<file path="src/rtl/serial_alu_seq_if.sv">
// Operation request / result bus for the bit-serial ALU sequencer.
// The master issues start with its operands; the slave returns the handshake, the result and the flags.
interface serial_alu_seq_if #(
  parameter int WIDTH = 32
);
  logic             start;
  logic [WIDTH-1:0] A;
  logic [WIDTH-1:0] B;
  logic [2:0]       control;
  logic             busy;
  logic             done;
  logic [WIDTH-1:0] out;
  logic             carryout;
  logic             overflow;
  logic             zero;
  logic             negative;

  modport master (
    output start, A, B, control,
    input  busy, done, out, carryout, overflow, zero, negative
  );

  modport slave (
    input  start, A, B, control,
    output busy, done, out, carryout, overflow, zero, negative
  );
endinterface

</file>
<file path="src/rtl/serial_alu_seq.sv">
// Bit-serial ALU: a single 1-bit slice processes one operand bit per clock. The ripple carry is held
// in a flop between bits, and the result plus its flags are published together when the last bit finishes.
module serial_alu_seq #(
  parameter int WIDTH = 32
) (
  input  logic            clock,
  input  logic            reset_n,
  serial_alu_seq_if.slave bus
);
  localparam int             IW          = $clog2(WIDTH);
  localparam logic [IW-1:0]  LAST_IDX    = IW'(WIDTH - 1);
  localparam logic [IW-1:0]  PRE_MSB_IDX = IW'(WIDTH - 2);
  localparam logic [IW-1:0]  IDX_ONE     = IW'(1);
  localparam logic [1:0]     ST_IDLE     = 2'd0;
  localparam logic [1:0]     ST_RUN      = 2'd1;
  localparam logic [1:0]     ST_DONE     = 2'd2;

  logic [1:0]       state_r;
  logic [WIDTH-1:0] a_r;
  logic [WIDTH-1:0] b_r;
  logic [2:0]       ctrl_r;
  logic [IW-1:0]    idx_r;
  logic             carry_r;
  logic             c_in_msb_r;
  logic [WIDTH-1:0] res_r;
  logic             busy_r;
  logic             done_r;
  logic [WIDTH-1:0] out_r;
  logic             carryout_r;
  logic             overflow_r;
  logic             zero_r;
  logic             negative_r;

  logic             arith_s;
  logic             illegal_s;
  logic             b_bit_s;
  logic [1:0]       slice_s;
  logic [WIDTH-1:0] res_next_s;
  logic             last_s;

  // One-bit ALU slice; returns {carry_out, result}. b arrives already inverted for SUB.
  function automatic logic [1:0] alu_slice(input logic a, input logic b, input logic cin,
                                           input logic [2:0] ctrl);
    logic sum_v;
    logic cy_v;
    logic res_v;
    sum_v = a ^ b ^ cin;
    cy_v  = (a & b) | (a & cin) | (b & cin);
    case (ctrl)
      3'd2, 3'd3: res_v = sum_v;
      3'd4:       res_v = a & b;
      3'd5:       res_v = a | b;
      3'd6:       res_v = ~(a | b);
      3'd7:       res_v = a ^ b;
      default:    res_v = 1'b0;
    endcase
    return {cy_v, res_v};
  endfunction

  // Slice inputs for the current bit, and the result register after this bit is shifted in at the MSB.
  always_comb begin
    arith_s    = (ctrl_r[2:1] == 2'b01);
    illegal_s  = (ctrl_r[2:1] == 2'b00);
    b_bit_s    = b_r[idx_r] ^ (ctrl_r[0] & arith_s);
    slice_s    = alu_slice(a_r[idx_r], b_bit_s, carry_r, ctrl_r);
    res_next_s = {slice_s[0], res_r[WIDTH-1:1]};
    last_s     = (idx_r == LAST_IDX);
  end

  // Sequencer: IDLE/DONE accept a request, RUN steps one bit per edge, and the last bit publishes the result.
  always_ff @(posedge clock or negedge reset_n) begin
    if (!reset_n) begin
      state_r    <= ST_IDLE;
      a_r        <= {WIDTH{1'b0}};
      b_r        <= {WIDTH{1'b0}};
      ctrl_r     <= 3'd0;
      idx_r      <= {IW{1'b0}};
      carry_r    <= 1'b0;
      c_in_msb_r <= 1'b0;
      res_r      <= {WIDTH{1'b0}};
      busy_r     <= 1'b0;
      done_r     <= 1'b0;
      out_r      <= {WIDTH{1'b0}};
      carryout_r <= 1'b0;
      overflow_r <= 1'b0;
      zero_r     <= 1'b1;
      negative_r <= 1'b0;
    end else begin
      case (state_r)
        ST_IDLE, ST_DONE: begin
          done_r <= 1'b0;
          if (bus.start) begin
            a_r     <= bus.A;
            b_r     <= bus.B;
            ctrl_r  <= bus.control;
            idx_r   <= {IW{1'b0}};
            carry_r <= bus.control[0] & (bus.control[2:1] == 2'b01);
            busy_r  <= 1'b1;
            state_r <= ST_RUN;
          end else begin
            state_r <= ST_IDLE;
          end
        end
        ST_RUN: begin
          res_r   <= res_next_s;
          carry_r <= slice_s[1];
          idx_r   <= idx_r + IDX_ONE;
          if (idx_r == PRE_MSB_IDX) begin
            c_in_msb_r <= slice_s[1];
          end
          if (last_s) begin
            state_r    <= ST_DONE;
            busy_r     <= 1'b0;
            done_r     <= 1'b1;
            out_r      <= illegal_s ? {WIDTH{1'b0}} : res_next_s;
            carryout_r <= arith_s & slice_s[1];
            overflow_r <= arith_s & (c_in_msb_r ^ slice_s[1]);
            zero_r     <= illegal_s | (res_next_s == {WIDTH{1'b0}});
            negative_r <= ~illegal_s & res_next_s[WIDTH-1];
          end
        end
        default: begin
          state_r <= ST_IDLE;
          busy_r  <= 1'b0;
          done_r  <= 1'b0;
        end
      endcase
    end
  end

  assign bus.busy     = busy_r;
  assign bus.done     = done_r;
  assign bus.out      = out_r;
  assign bus.carryout = carryout_r;
  assign bus.overflow = overflow_r;
  assign bus.zero     = zero_r;
  assign bus.negative = negative_r;
endmodule

</file>
<file path="src/flat_wrapper.sv">
// flat-port wrapper written by rule: the top's interface ports become plain ports
module serial_alu_seq_flat 
#(
  parameter int WIDTH = 32
)
  (clock, reset_n, bus_start, bus_A, bus_B, bus_control, bus_busy, bus_done, bus_out, bus_carryout, bus_overflow, bus_zero, bus_negative);
  serial_alu_seq_if #(.WIDTH(WIDTH)) bus_i ();
  input  logic clock;
  input  logic reset_n;
  input wire logic [$bits(bus_i.start)-1:0] bus_start;
  input wire logic [$bits(bus_i.A)-1:0] bus_A;
  input wire logic [$bits(bus_i.B)-1:0] bus_B;
  input wire logic [$bits(bus_i.control)-1:0] bus_control;
  output wire logic [$bits(bus_i.busy)-1:0] bus_busy;
  output wire logic [$bits(bus_i.done)-1:0] bus_done;
  output wire logic [$bits(bus_i.out)-1:0] bus_out;
  output wire logic [$bits(bus_i.carryout)-1:0] bus_carryout;
  output wire logic [$bits(bus_i.overflow)-1:0] bus_overflow;
  output wire logic [$bits(bus_i.zero)-1:0] bus_zero;
  output wire logic [$bits(bus_i.negative)-1:0] bus_negative;
  assign bus_i.start = bus_start;
  assign bus_i.A = bus_A;
  assign bus_i.B = bus_B;
  assign bus_i.control = bus_control;
  assign bus_busy = bus_i.busy;
  assign bus_done = bus_i.done;
  assign bus_out = bus_i.out;
  assign bus_carryout = bus_i.carryout;
  assign bus_overflow = bus_i.overflow;
  assign bus_zero = bus_i.zero;
  assign bus_negative = bus_i.negative;
  serial_alu_seq #(.WIDTH(WIDTH)) u_core (.clock(clock), .reset_n(reset_n), .bus(bus_i));
endmodule
</file>
<file path="config.mk">
export PLATFORM = sky130hd
export DESIGN_NAME = serial_alu_seq_flat
export DESIGN_NICKNAME = d
export VERILOG_FILES = /design/src/rtl/serial_alu_seq_if.sv /design/src/rtl/serial_alu_seq.sv /design/src/flat_wrapper.sv
export SDC_FILE = /design/constraint.sdc
export NUM_CORES = 1
export LEC_CHECK = 0
export ABC_AREA = 1
export BUFFER_PORTS_ARGS = -buffer_cell sky130_fd_sc_hd__clkbuf_2
export CORE_MARGIN = 1
export CORE_UTILIZATION = 40
export DETAILED_ROUTE_END_ITERATION = 8
export PLACE_DENSITY = 0.68
export SLEW_MARGIN = 40
export SYNTH_ARGS = -nofsm -noshare
export SYNTH_HDL_FRONTEND = slang
export SYNTH_SLANG_ARGS = --single-unit
</file>
<file path="constraint.sdc">
create_clock -name clock -period 2.33 [get_ports clock]
set_input_delay 0 -clock clock [delete_from_list [all_inputs] [get_ports clock]]
set_output_delay 0 -clock clock [all_outputs]
set_load 0.03 [all_outputs]
</file>
==> impl.org, run 1 <==
** Timing
- Crit share post-route :: 0.970
- Final critical-path required period :: approximately 2.3 ns
- Transition time at the pin with the least slew margin :: 0.590 ns
- Setup violations remaining at the end of the flow were counted as 0.
- Between clock sinks in the finished design, the worst skew comes to 0.0147 ns.
- Hold Vio Cnt, Final :: 0
- Final TNS setup :: 0 ns
- Static timing analysis puts the maximum clock frequency at 0.442 GHz.
- The count of pins over their slew limit is 0.
- Worst hold margin :: between 0.07 and 0.08 ns
- Measured against its own limit, the worst slew margin works out to 0.606.
- Setup repair after global routing could not meet its margin everywhere.

** Critical path
- Buffers & Inverters on Critical Path :: 2
- Walking the worst path, the cells encountered are clkbuf_16 > nor2_2 > nor2_1 > o21ai_0 > o211ai_1 > nand3_1 > nand2_1 > nand2_2 > inv_2 > fa_1 > xnor2_1 > o31ai_1.
- The kind of cell with the highest combined delay along the critical path is flip-flops.
- STA puts the critical path data required time at roughly 2.7 ns.
- The worst setup path is launched from a register.
- Critical path data arrival time :: approximately 2.6 ns
- Register-to-Register Setup Slack :: about 0.069 ns
- Kind of capture point of the worst setup path :: register
- CP Max Fanout :: 10
- Worst path max stage delay :: 0.47 ns
- Worst R2R Path Depth :: 12
- Start-to-end type of the worst setup path :: reg2reg
- The startpoint identified for the worst register-to-register timing path is u_core.idx_r[0].
- Capturing point of the worst reg2reg path :: u_core.bus.overflow
- The slowest stage of the critical path belongs to the cell sky130_fd_sc_hd__dfrtp_2.

** Route
- For this run, the detailed router's first-pass iteration total came to 5.
- After the first detailed-routing iteration, the DRC count stood at between 300 and 400.
- In the routed design, unresolved DRC markers number 0.
- Post-DRT Antenna Nets :: 0
- Number of vias per cell :: between 4 and 5
- The detailed router placed about 5500 vias in this run.
- Final Routed Wirelength :: between 15 and 20 mm
- After detailed routing, the average wire length per cell comes to between 10 and 15 um.

** Global route
- First-pass GRT wire length :: approximately 26 mm
- Pin count of the biggest net entering global routing :: 84
- Number of antenna violations at the first check in global routing :: 1
- Across every metal layer, demand over resource in global routing totals 0.203.
- Overflow after GRT :: 0
- Via count of the first global-routing pass :: roughly 5500

** Power
- Share of power burned in combinational logic :: 0.394
- Cell internal power was estimated by the tool at between 0.006 and 0.007 W.
- Of the total power, the share spent switching nets is 0.394.
- For this design the total switching power over the nets is between 0.004 and 0.005 W.
- Summing internal, switching and leakage power gives between 0.01 and 0.015 W.
- The share of total power dissipated in the clock network is 0.247.
- Cell area power density :: about 1300 nW/um2
- The share of total power dissipated in sequential elements is 0.358.
- In this run the static leakage power is 4.29 nW.
- IR analysis of the VDD net gives a maximum drop of ~0.67 mV.

** Synth
- Number of unique standard cell types used by synthesis :: 29
- Number of instances in the synthesized netlist :: ~770
- Yosys reg bits :: 143
- Seq/Total Area, Yosys :: 0.563
- The number of nets in the synthesized netlist is 845.
- Post-synthesis instance area :: 6360 um2
- Count of synthesis-stage warnings from yosys :: 0
- After synthesis, the mean cell area works out to around 8.3 um2.

** Floorplanning
- IO Pins :: around 110
- Die width :: approximately 130 um
- The core region is 15400 um2.
- Starting Density :: 0.414
- The initialized floorplan defines 45 standard-cell rows.
- The die covers about 16000 um2.
- In this run the vertical extent of the chip is between 100 and 150 um.

** Placed design
- The placed instances occupy a cell area of approximately 7000 um2.
- Detailed placer's ending HPWL :: about 9.7 mm
- Input and output buffers added on the ports amount to roughly 110.
- Routability-driven placement finished with a final weighted congestion of just over 0.8.

** Clocking
- Library cell used as clock root buffer :: sky130_fd_sc_hd__clkbuf_16
- The clock passes through at most 2 buffers.
- For this design, the sink count on the clock tree is about 140.
- Counting the buffers created by CTS gives 17.
- TritonCTS built the clock tree.
- Setup Fix Bufs, Post-CTS :: 0
- Htree depth :: 4
- After clock tree synthesis, the clock-pin slew on the worst setup and hold paths is approximately 0.06 ns.
- Clock network latency to the later pin of the worst-skew pair :: ~0.43 ns

** Final layout
- Fill cells in the final layout number around 1400.
- The library cell used most frequently in the layout, excluding fill and tap cells, is sky130_fd_sc_hd__nand2_1.
- Final design instance area without fill :: 8480 um2
- Layout net count :: a little over 1000
- In the final layout, flip-flops and latches occupy 3580 um2.
- In the final layout, the share of cells above drive strength 1 is 0.195.
- Commonest non-fill, non-tap cells in the layout :: sky130_fd_sc_hd__nand2_1, sky130_fd_sc_hd__dfrtp_1, sky130_fd_sc_hd__clkbuf_2
- In the final layout, the multi-input gates occupy 2290 um2.
- Post-synthesis to final-layout area growth :: 33.4%

** Job
- Maximum capacitance violations :: 0

** Worst hold path
- The min-delay analysis places its worst path in the category in2reg.
- Launch instance of the worst min-delay path :: bus_start
- Endpoint with the worst hold slack :: u_core.a_r[0]
- Along the worst hold path, the cell count comes to 5.

** Outcome
- The run finished with clean final reports.
==> worst reg2reg max path, delay by kind of cell, from the launching register on <==
family                   cells  cell delay (ns)
buffers and inverters        2             0.24
AND/OR/NAND/NOR              5             0.44
flip-flops                   1             0.47
adder cells (fa/ha/maj)      1             0.47
AO/OA/AOI/OAI                3             0.40
XOR/XNOR                     1             0.15
==> cell usage after synthesis <==
cell / n / area share
sky130_fd_sc_hd__inv_2: 3 / 0.0018
sky130_fd_sc_hd__fa_1: 1 / 0.0031
sky130_fd_sc_hd__o211ai_1: 6 / 0.0071
sky130_fd_sc_hd__xnor2_1: 1 / 0.0014
sky130_fd_sc_hd__clkbuf_2: 2 / 0.0016
sky130_fd_sc_hd__buf_12: 1 / 0.0031
sky130_fd_sc_hd__nor2_4: 1 / 0.0018
sky130_fd_sc_hd__nor2_2: 1 / 0.00098
sky130_fd_sc_hd__ha_1: 5 / 0.0098
sky130_fd_sc_hd__nor4_2: 1 / 0.0020
sky130_fd_sc_hd__o21ai_1: 11 / 0.0087
sky130_fd_sc_hd__nand4_1: 9 / 0.0089
sky130_fd_sc_hd__a21oi_1: 8 / 0.0063
sky130_fd_sc_hd__inv_1: 71 / 0.042
sky130_fd_sc_hd__nand3_1: 27 / 0.021
sky130_fd_sc_hd__clkbuf_1: 11 / 0.0065
sky130_fd_sc_hd__o21ai_0: 99 / 0.078
sky130_fd_sc_hd__buf_6: 3 / 0.0053
sky130_fd_sc_hd__buf_8: 1 / 0.0024
sky130_fd_sc_hd__buf_2: 15 / 0.012
sky130_fd_sc_hd__nand2_1: 283 / 0.17
sky130_fd_sc_hd__dfstp_2: 1 / 0.0041
sky130_fd_sc_hd__nor2_1: 52 / 0.031
sky130_fd_sc_hd__o31ai_1: 2 / 0.0024
sky130_fd_sc_hd__or2_2: 1 / 0.00098
sky130_fd_sc_hd__dfrtp_1: 142 / 0.56
sky130_fd_sc_hd__nand2_2: 3 / 0.0030
sky130_fd_sc_hd__buf_4: 7 / 0.0083
sky130_fd_sc_hd__o22ai_1: 1 / 0.00098
==> through the flow <==
step | cells | utilization | worst slack [ns]
5_1_grt | 1170 | 0.552 | -0.0921
6_report | 1170 | 0.552 | 0.0688
2_1_floorplan | 769 | - | 0.222
3_5_place_dp | 1067 | 0.462 | 0.113
3_3_place_gp | 1067 | 0.462 | 0.157
4_1_cts | 1167 | 0.547 | 0.0737
==> flip-flops by register name, summed over array words and instances, names as in the netlist <==
signal / count
u_core.bus.zero: 1
u_core.c_in_msb_r: 1
u_core.bus.overflow: 1
u_core.bus.busy: 1
u_core.idx_r: 5
u_core.bus.carryout: 1
u_core.ctrl_r: 3
u_core.state_r: 2
u_core.bus.negative: 1
u_core.res_r: 31
u_core.a_r: 32
u_core.b_r: 32
u_core.bus.out: 31
u_core.carry_r: 1
==> layer usage <==
metal	part of all wire	track usage
met1	0.45	0.247
met5	0	0
met3	0.038	0.0509
met2	0.50	0.350
met4	0.016	0.0685
==> cell families after synthesis <==
group,Yosys count,share of synthesized area
simple gates,378,0.237
fa+ha+maj,6,0.0130
xor+xnor,1,0.00138
compound gates,127,0.103
buf+inv,114,0.0827
flops,143,0.563
==> what timing repair did <==
item	in CTS	in global routing
hold buffers	68	0
endpoints found under the setup margin	0	6
hold endpoints to repair	130	0
gates resized for setup	0	22
==> how the worst max path moves through the flow <==
| stage | slack [ns] | cells after the start | from | endpoint |
|---|---|---|---|---|
| after floorplan | 0.22 | 13 | u_core.idx_r[0] | u_core.bus.overflow |
| after global placement | 0.16 | 11 | u_core.idx_r[0] | u_core.bus.overflow |
| after detailed placement | 0.11 | 14 | u_core.idx_r[0] | u_core.bus.overflow |
| after CTS | 0.07 | 11 | u_core.idx_r[0] | u_core.bus.overflow |
| after global routing | -0.09 | 15 | u_core.idx_r[0] | u_core.bus.negative |
| final | 0.07 | 12 | u_core.idx_r[0] | u_core.bus.overflow |
==> final cells by class <==
cell class,instances,share of cell area
Clock buffer,19,0.0534
Antenna cell,1,0.000295
Sequential cell,143,0.422
Multi-Input combinational cell,512,0.270
Timing Repair Buffer,197,0.171
Tap cell,211,0.0311
Inverter,74,0.0327
Clock inverter,13,0.0192
==> power by group through the flow <==
stage                     clock, W  combinational (W)  sequential [W]
after CTS                  0.00287            0.00430         0.00402
after floorplan                  0            0.00294         0.00420
after detailed placement         0            0.00415         0.00405
after global placement           0            0.00409         0.00402
final                      0.00280            0.00446         0.00406
after global routing       0.00298            0.00510         0.00416
No activity file was read; power rests on OpenSTA's default activity.
==> run 2: changes to the inputs <==
--- a/config.mk
+++ b/config.mk
@@ -5,7 +5,6 @@
 export SDC_FILE = /design/constraint.sdc
 export NUM_CORES = 1
 export LEC_CHECK = 0
-export ABC_AREA = 1
 export BUFFER_PORTS_ARGS = -buffer_cell sky130_fd_sc_hd__clkbuf_2
 export CORE_MARGIN = 1
 export CORE_UTILIZATION = 40
==> run 2 against run 1 <==
The run now ends with negative setup slack left. Highest routed layer unchanged. Sequential power increased by 3%. Synthesized cell count decreased by 9.4%. Die area decreased by 1.0%. Non-clock buffer count increased by 3. Cell count decreased by 6.1%. Global-route usage increased by 0.13 points.
==> impl.org, run 2 <==
** Timing
- Final TNS setup :: -0.905 ns (-0.905 ns)
- RSZ-0062 raised after global routing :: true
- The number of setup violations in the final report is 7 (+7).
- The slew of the pin with the lowest slew margin is 0.636 ns (+0.0459 ns).
- The post-layout worst setup margin is -0.239 ns (-0.308 ns).
- The final cycle utilization of the critical path came to 1.10 (+0.132).
- The post-route clock skew came to 0.00560 ns (-0.00913 ns).
- The number of hold-slack violations in the final timing report is 0 (unchanged).
- Number of max-slew violations in the final report :: 0 (unchanged)
- The top achievable clock speed is 0.389 GHz (-12%).
- The normalized max-slew margin is 0.576 (-0.0306).
- Final critical-path required period :: 2.57 ns (+0.308 ns)

** Global route
- Overflow after GRT :: 0 (unchanged)
- Number of antenna violations at the first check in global routing :: 0 (-1)
- The global router's overall resource usage was 0.204 (+0.00128).
- Via count of the first global-routing pass :: 5254 (-4.7%)
- First-pass GRT wire length :: 25.7 mm (-0.37%)
- The largest net degree at the start of global routing came to 72 (-14%).

** Synth
- The total standard cell area after synthesis came to 6290 um2 (-1.0%).
- Post-synth top area cell :: sky130_fd_sc_hd__dfrtp_1
- The post-synthesis cell count was 697 (-9.4%).
- By count the netlist is led by sky130_fd_sc_hd__nand2_1, sky130_fd_sc_hd__dfrtp_1, sky130_fd_sc_hd__o21ai_0, sky130_fd_sc_hd__clkbuf_1, sky130_fd_sc_hd__mux2i_1.
- The fraction of synthesis flops using an asynchronous set or reset pin was 1.00 (unchanged).
- In the synthesized netlist the dominant register cell turns out to be sky130_fd_sc_hd__dfrtp_1.
- Share of Yosys cell area claimed by the top area cell type :: 0.565 (+0.00589)
- Average size of a mapped cell :: 9.03 um2 (+9.2%)
- Seq/Total Area, Yosys :: 0.569 (+0.00594)
- The total of flip-flops plus latches after synthesis came to 143 (unchanged).
- Top cells by area in the synthesized netlist :: sky130_fd_sc_hd__dfrtp_1, sky130_fd_sc_hd__nand2_1, sky130_fd_sc_hd__o21ai_0, sky130_fd_sc_hd__mux2i_1, sky130_fd_sc_hd__mux4_2
- The net count after synthesis came to 773 (-8.5%).
- The count of flip-flops with a built-in enable after synthesis is 0 (unchanged).
- The count of different cell masters after synthesis came to 44 (+52%).
- Most used standard cell by instance count after synthesis :: sky130_fd_sc_hd__nand2_1
- The count of yosys warnings during synthesis was 0 (unchanged).

** Critical path
- Worst path max stage delay :: 0.40 ns (-0.07 ns)
- The worst-path maximum fanout came to 14 (+4).
- STA classifies the critical path startpoint as a register.
- The data required time of the worst path is 2.68 ns (+0.02 ns).
- Ordered cell list for the critical path :: buf_12 > buf_4 > nor2b_1 > a211oi_1 > a221oi_2 > nand3_1 > and3_4 > xnor2_2 > ha_4 > mux2_4 > nand2_2 > o21ai_2 > a22oi_2 > nand2_1 > o21ai_1
- Critical path data arrival time :: 2.92 ns (+0.33 ns)
- The slowest stage of the critical path belongs to the cell sky130_fd_sc_hd__dfrtp_1.
- By startpoint and endpoint, the worst setup path is classified as reg2reg.
- Kind of capture point of the worst setup path :: register

** Placed design
- The count of input and output buffers came to 107 (unchanged).
- Detailed placer's ending HPWL :: 9.38 mm (-3.3%)
- Placed cells :: 995 (-6.7%)
- Pre-CTS setup slack :: -0.474 ns (-0.587 ns)
- Routability Congestion :: 0.826 (-0.55%)

** Final layout
- Commonest non-fill, non-tap cells in the layout :: sky130_fd_sc_hd__nand2_1, sky130_fd_sc_hd__dfrtp_1, sky130_fd_sc_hd__clkbuf_2
- Biggest registers after layout :: u_core.a_r (32), u_core.b_r (32)
- Post-synthesis to final-layout area growth :: 36.7%
- The diode insertion count for antenna repair is 0 (-1).
- Leaving out fill and tap cells, the most frequent cell in the layout is sky130_fd_sc_hd__nand2_1.
- Fraction of final layout cells sized beyond drive strength 1 :: 0.227 (+0.0323)
- Layout net count :: 951 (-6.9%)
- The post-route non-filler standard cell count came to 1099 (-6.1%).
- The register area is 3580 um2 (unchanged).
- Number of inserted filler cells in the final layout :: 1348 (-1.5%)
- Area of the multi-input gates :: 2600 um2 (+14%)

** Route
- Iter 0 DRT Violations :: 351 (+4.2%)
- Vias :: 5183 (-6.0%)
- The DRC violation count after routing was 0 (unchanged).
- The number of vias per cell came to 4.72 (about the same).
- Post-DRT Antenna Nets :: 0 (unchanged)
- DR WL/cell :: 13.7 um (+3.7%)
- The count of TritonRoute iterations in the first routing pass is 5 (unchanged).
- The final wirelength was 15.0 mm (-2.6%).

** Outcome
- The flow ran to the end, but the final reports show violations.
- Failing checks :: negative setup slack

** Power
- The static leakage power came to 4.41 nW (+2.8%).
- Power, Total :: 0.0116 W (+2.5%)
- The maximum VDD drop came to 0.688 mV (+3.0%).
- The power density over cell area came to 1350 nW/um2 (+1.1%).

** Floorplanning
- The count of standard-cell rows came to 45 (unchanged).
- IO Pins :: 108 (unchanged)
- Placeable Area :: 15300 um2 (-0.73%)
- The height of the die was 127 um (-0.52%).
- Die width :: 127 um (-0.52%)
- The effective utilization at floorplan came to 0.412 (-0.00129).
- The area enclosed by the die boundary was 16200 um2 (-1.0%).

** Clocking
- Worst-path clk slew :: 0.06 ns (about the same)
- Clock Path Buffers :: 2 (unchanged)
- Library cell used as clock root buffer :: sky130_fd_sc_hd__clkbuf_16
- Htree depth :: 4 (unchanged)
- Clock network latency to the later pin of the worst-skew pair :: 0.42 ns (about the same)
- Clock tree from TritonCTS :: built
- Number of clock buffers inserted by TritonCTS :: 17 (unchanged)
- CTS sink cnt :: 143 (unchanged)

** Job
- The total of max-cap violations came to 0 (unchanged).

** Worst hold path
- The tightest min-delay check is of the in2async type.
## run 2: cell count changes after synthesis, moves of 7 or more
cell / delta
sky130_fd_sc_hd__clkbuf_1: +19
sky130_fd_sc_hd__nor4_1: +7
sky130_fd_sc_hd__buf_2: -11
sky130_fd_sc_hd__mux2i_1: +16
sky130_fd_sc_hd__a21oi_1: -7
sky130_fd_sc_hd__nand4_1: -7
sky130_fd_sc_hd__nor2b_1: +7
sky130_fd_sc_hd__o21ai_1: -11
sky130_fd_sc_hd__nand3_1: -23
sky130_fd_sc_hd__inv_1: -69
sky130_fd_sc_hd__o21ai_0: -55
sky130_fd_sc_hd__nor2_1: -46
sky130_fd_sc_hd__nand2_1: +92
## run 2: critical path, delay by kind of cell, from the launching register on
| family | cells | cell delay, ns |
|---|---|---|
| fa+ha+maj | 1 | 0.23 |
| compound gates | 5 | 0.59 |
| flops | 1 | 0.40 |
| mux | 1 | 0.26 |
| simple gates | 5 | 0.53 |
| xor+xnor | 1 | 0.18 |
| buf+inv | 2 | 0.30 |
## run 2: worst paths after layout
check | from | endpoint | slack (ns) | cells past startpoint
max | u_core.idx_r[1] | u_core.bus.zero | -0.24 | 15
min | reset_n | u_core.a_r[28] | 0.14 | 2
max reg2reg | u_core.idx_r[1] | u_core.bus.zero | -0.24 | 15
min reg2reg | u_core.bus.zero | u_core.bus.zero | 0.46 | 2
max in group asynchronous | reset_n | u_core.res_r[9] | 1.54 | 3
min in group clock | bus_A[18] | u_core.a_r[18] | 0.31 | 4
## run 2: cell families (layout without fill, tap and decap cells)
logic type / count (synthesis) / in the layout / share of synthesized area
buffers and inverters: 44 / 235 / 0.0332
XOR/XNOR: 4 / 4 / 0.00676
adder cells (fa/ha/maj): 6 / 6 / 0.0131
multiplexers: 27 / 27 / 0.0607
flip-flops: 143 / 143 / 0.569
AND/OR/NAND/NOR: 413 / 413 / 0.260
AO/OA/AOI/OAI: 60 / 60 / 0.0571
## run 2: per-layer routing
metal	vias to the layer above	track usage	wire length, um
met5	-	0	0
met4	0	0.0791	286
met3	28	0.0553	685
met2	114	0.313	7110
met1	2454	0.277	6950
li1	2587	-	-
## run 2: through the flow
| step | instance area [um2] | util | hold slack, ns |
|---|---|---|---|
| finish | 8600 | 0.564 | 0.144 |
| floorplan | 6290 | - | -0.296 |
| detailed placement | 7120 | 0.467 | 0.0471 |
| global route | 8600 | 0.564 | 0.213 |
| CTS | 8590 | 0.563 | 0.167 |
| global placement | 7120 | 0.467 | 0.0450 |
## run 2: final cells by class
class,count,share of cell area
clock buffers,22,0.0563
clock inverters,10,0.0211
inverters,3,0.00131
multi-input cells,510,0.303
flip-flops and latches,143,0.416
well taps,211,0.0307
repair buffers,200,0.172
## run 2: power by group
part           internal, W  total [W]  switching (W)  leakage (nW)
Combinational      0.00199    0.00437        0.00238          2.23
Clock              0.00201    0.00303        0.00102         0.326
Sequential         0.00344    0.00420       0.000756          1.85
Total              0.00744     0.0116        0.00416          4.41
## run 2: timing repair
item,4_1_cts,5_1_grt
endpoints found under the setup margin,7,7
pin swaps,10,1
hold buffers,69,0
resized for setup,21,4
buffers inserted,3,0
endpoints found under the hold margin,134,0
==> run 3: changes to the inputs <==
--- a/config.mk
+++ b/config.mk
@@ -8,6 +8,7 @@
 export BUFFER_PORTS_ARGS = -buffer_cell sky130_fd_sc_hd__clkbuf_2
 export CORE_MARGIN = 1
 export CORE_UTILIZATION = 40
+export CTS_BUF_LIST = sky130_fd_sc_hd__clkbuf_16
 export DETAILED_ROUTE_END_ITERATION = 8
 export PLACE_DENSITY = 0.68
 export SLEW_MARGIN = 40
==> run 3 against run 2 <==
The run still ends with negative setup slack left. Routed wire length is 0.78% lower. Sequential share of layout area rose by 0.10 points. Clock skew rose by 0.0010 ns. Die area stayed put. Non-clock buffer count grew 3. Sequential cell count stayed put. Critical path depth unchanged. Design area is 0.25% lower. Power decreased by 1.1%. Sequential power about the same. Worst hold slack got worse by 0.0026 ns. Critical endpoint unchanged.
==> impl.org, run 3 (same netlist as run 2, synthesis figures left out) <==
** Power
- Cell area power density :: 1340 nW/um2 (-0.86%)
- Maximum vdd ir drop :: 0.683 mV (-0.78%)
- Power, Total :: 0.0115 W (-1.1%)
- Leakage power summed over all cells :: 4.42 nW (+0.19%)

** Critical path
- Capturing point of the worst reg2reg path :: u_core.bus.zero
- The most critical setup path has its endpoint at u_core.bus.zero.
- The worst-path maximum fanout was 14 (unchanged).
- The worst register-to-register path begins at u_core.idx_r[1].
- The setup path with the least slack is of type reg2reg.
- The data required time of the worst path came to 2.68 ns (about the same).
- Critical Path Start Type :: register
- Crit. Startpoint :: u_core.idx_r[1]
- The count of cells along the worst register-to-register path was 15 (unchanged).
- The worst path arrival time came to 2.97 ns (+0.05 ns).
- Kind of capture point of the worst setup path :: register
- The slack of the worst reg-to-reg path came to -0.29 ns (-0.05 ns).

** Timing
- Number of max-slew violations in the final report :: 0 (unchanged)
- Number of failing setup endpoints in the final timing report :: 7 (unchanged)
- Hold Vio Cnt, Final :: 0 (unchanged)
- Crit share post-route :: 1.12 (+0.0210)
- Highest clock rate :: 0.382 GHz (-1.9%)
- The slew of the pin with the lowest slew margin was 0.633 ns (-0.00288 ns).
- The post-layout worst setup margin is -0.288 ns (-0.0489 ns).
- Final critical-path required period :: 2.62 ns (+0.0489 ns)
- RSZ-0062 raised after global routing :: true
- Worst relative slew slack :: 0.578 (+0.00192)
- The setup TNS is -1.29 ns (-0.388 ns).
- Final worst clock skew :: 0.00664 ns (+0.00104 ns)

** Floorplanning
- Area of the die :: 16200 um2 (unchanged)
- IO Pins :: 108 (unchanged)
- Starting Density :: 0.412 (unchanged)
- The area inside the core boundary is 15300 um2 (unchanged).
- The count of standard-cell rows is 45 (unchanged).
- Die width :: 127 um (unchanged)
- Die Span Y :: 127 um (unchanged)

** Global route
- The via count of the first global-routing pass was 5217 (-0.70%).
- GRT Resource Usage Total :: 0.203 (-0.00169)
- Number of antenna violations at the first check in global routing :: 0 (unchanged)
- Overflow after GRT :: 0 (unchanged)
- The first-pass GRT wire length came to 25.6 mm (-0.70%).
- Pin count of the biggest net entering global routing :: 72 (unchanged)

** Final layout
- Leaving out fill and tap cells, the most frequent cell in the layout is sky130_fd_sc_hd__nand2_1.
- The largest registers in the layout are u_core.a_r (32), u_core.b_r (32).
- Fraction of final layout cells sized beyond drive strength 1 :: 0.223 (-0.00413)
- The design area came to 8580 um2 (-0.25%).
- N_diodes :: 0 (unchanged)
- The post-route non-filler standard cell count came to 1102 (+0.27%).
- Relative to the synthesized area, the layout overhead comes to 36.4%.
- Layout net count :: 954 (+0.32%)
- The top cell types in the final layout, fill and taps aside, are sky130_fd_sc_hd__nand2_1, sky130_fd_sc_hd__dfrtp_1, sky130_fd_sc_hd__clkbuf_2.

** Clocking
- The clock edge transition at the registers on the reported setup and hold paths came to 0.06 ns (about the same).
- The number of buffers created by CTS was 17 (unchanged).
- Clock tree from TritonCTS :: built
- Clock network latency to the later pin of the worst-skew pair :: 0.42 ns (about the same)
- Library cell used as clock root buffer :: sky130_fd_sc_hd__clkbuf_16
- Htree depth :: 4 (unchanged)
- CTS sink cnt :: 143 (unchanged)
- Clock Path Buffers :: 2 (unchanged)

** Route
- The number of nets with antenna violations after detailed routing was 0 (unchanged).
- The final wirelength came to 14.9 mm (-0.78%).
- Detailed-route DRC error count :: 0 (unchanged)
- The number of vias per cell was 4.75 (+0.61%).
- The detailed-route wire length per cell came to 13.5 um (-1.0%).
- The count of TritonRoute iterations in the first routing pass is 5 (unchanged).
- The vias after detailed routing came to 5229 (+0.89%).
- The DRC marker count from the first detailed-route iteration came to 413 (+18%).

** Job
- Maximum capacitance violations :: 0 (unchanged)

** Placed design
- The HPWL reported at the end of detailed placement was 9.38 mm (unchanged).
- Placed cells :: 995 (unchanged)
- The count of input and output buffers came to 107 (unchanged).
- The routability congestion estimate is 0.826 (unchanged).
- Area after detailed placement :: 7120 um2 (unchanged)

** Outcome
- Outcome :: finished, violations left
- Failing checks :: negative setup slack

** Worst hold path
- The min-delay analysis places its worst path in the category in2async.
-- run 3: changes by cell type in the layout (fill, tap and decap cells not counted), sizes merged --
cell    change
clkbuf      -5
clkinv      +4
buf         +3
inv         +1
-- run 3: timing repair --
action                     in CTS  in global routing
hold buffers                   69                  0
hold endpoints to repair      134                  0
setup endpoints to repair       7                  7
buffers inserted                4                  2
pin swaps                       5                  6
resized for setup              15                  9
cloned                          0                  0
-- run 3: cell type report --
type / instances / area, um2
Clock inverter: 15 / 200
Multi-Input combinational cell: 510 / 2600
Fill cell: 1340 / 6680
Sequential cell: 143 / 3580
Clock buffer: 17 / 425
Timing Repair Buffer: 203 / 1500
Inverter: 3 / 11.3
Tap cell: 211 / 264
-- run 3: how the worst min path moves through the flow --
stage               startpoint             end  slack (ns)
global placement       reset_n  u_core.a_r[28]        0.05
CTS                    reset_n  u_core.a_r[28]        0.17
global route           reset_n  u_core.a_r[28]        0.21
floorplan              reset_n   u_core.a_r[0]       -0.30
finish                 reset_n  u_core.a_r[28]        0.14
detailed placement     reset_n  u_core.a_r[28]        0.05
-- run 3: routing by layer --
| layer | global-route usage | share of wire | routed length (um) | vias to the layer above |
|---|---|---|---|---|
| li1 | - | - | - | 2595 |
| met1 | 0.275 | 0.47 | 7030 | 2498 |
| met2 | 0.311 | 0.47 | 7000 | 111 |
| met3 | 0.0498 | 0.043 | 643 | 25 |
| met4 | 0.0819 | 0.016 | 244 | 0 |
| met5 | 0 | 0 | 0 | - |
-- run 3: critical path, cell delays in order (launching register included) --
cell and delay, ns:
sky130_fd_sc_hd__dfrtp_1 0.40, sky130_fd_sc_hd__buf_12 0.16, sky130_fd_sc_hd__buf_4 0.14, sky130_fd_sc_hd__nor2b_1 0.12
sky130_fd_sc_hd__a211oi_1 0.06, sky130_fd_sc_hd__a221oi_2 0.19, sky130_fd_sc_hd__nand3_1 0.11, sky130_fd_sc_hd__and3_4 0.20
sky130_fd_sc_hd__xnor2_2 0.17, sky130_fd_sc_hd__ha_4 0.23, sky130_fd_sc_hd__mux2_4 0.26, sky130_fd_sc_hd__nand2_2 0.07
sky130_fd_sc_hd__o21ai_2 0.05, sky130_fd_sc_hd__a22oi_2 0.19, sky130_fd_sc_hd__nand2_1 0.07, sky130_fd_sc_hd__o21ai_1 0.11
-- run 3: power by group --
part	leakage (nW)	switching [W]	internal, W
sequential	1.85	0.000747	0.00344
combinational	2.26	0.00238	0.00201
clock	0.308	0.00102	0.00187
total	4.42	0.00415	0.00732
-- run 3: through the flow --
stage                     hold WS, ns  setup slack, ns  utilization
after floorplan                -0.296           -0.172            -
after global placement         0.0450           -0.403        0.467
after detailed placement       0.0471           -0.474        0.467
after CTS                       0.171           -0.276        0.559
after global routing            0.211           -0.401        0.562
final                           0.141           -0.288        0.562
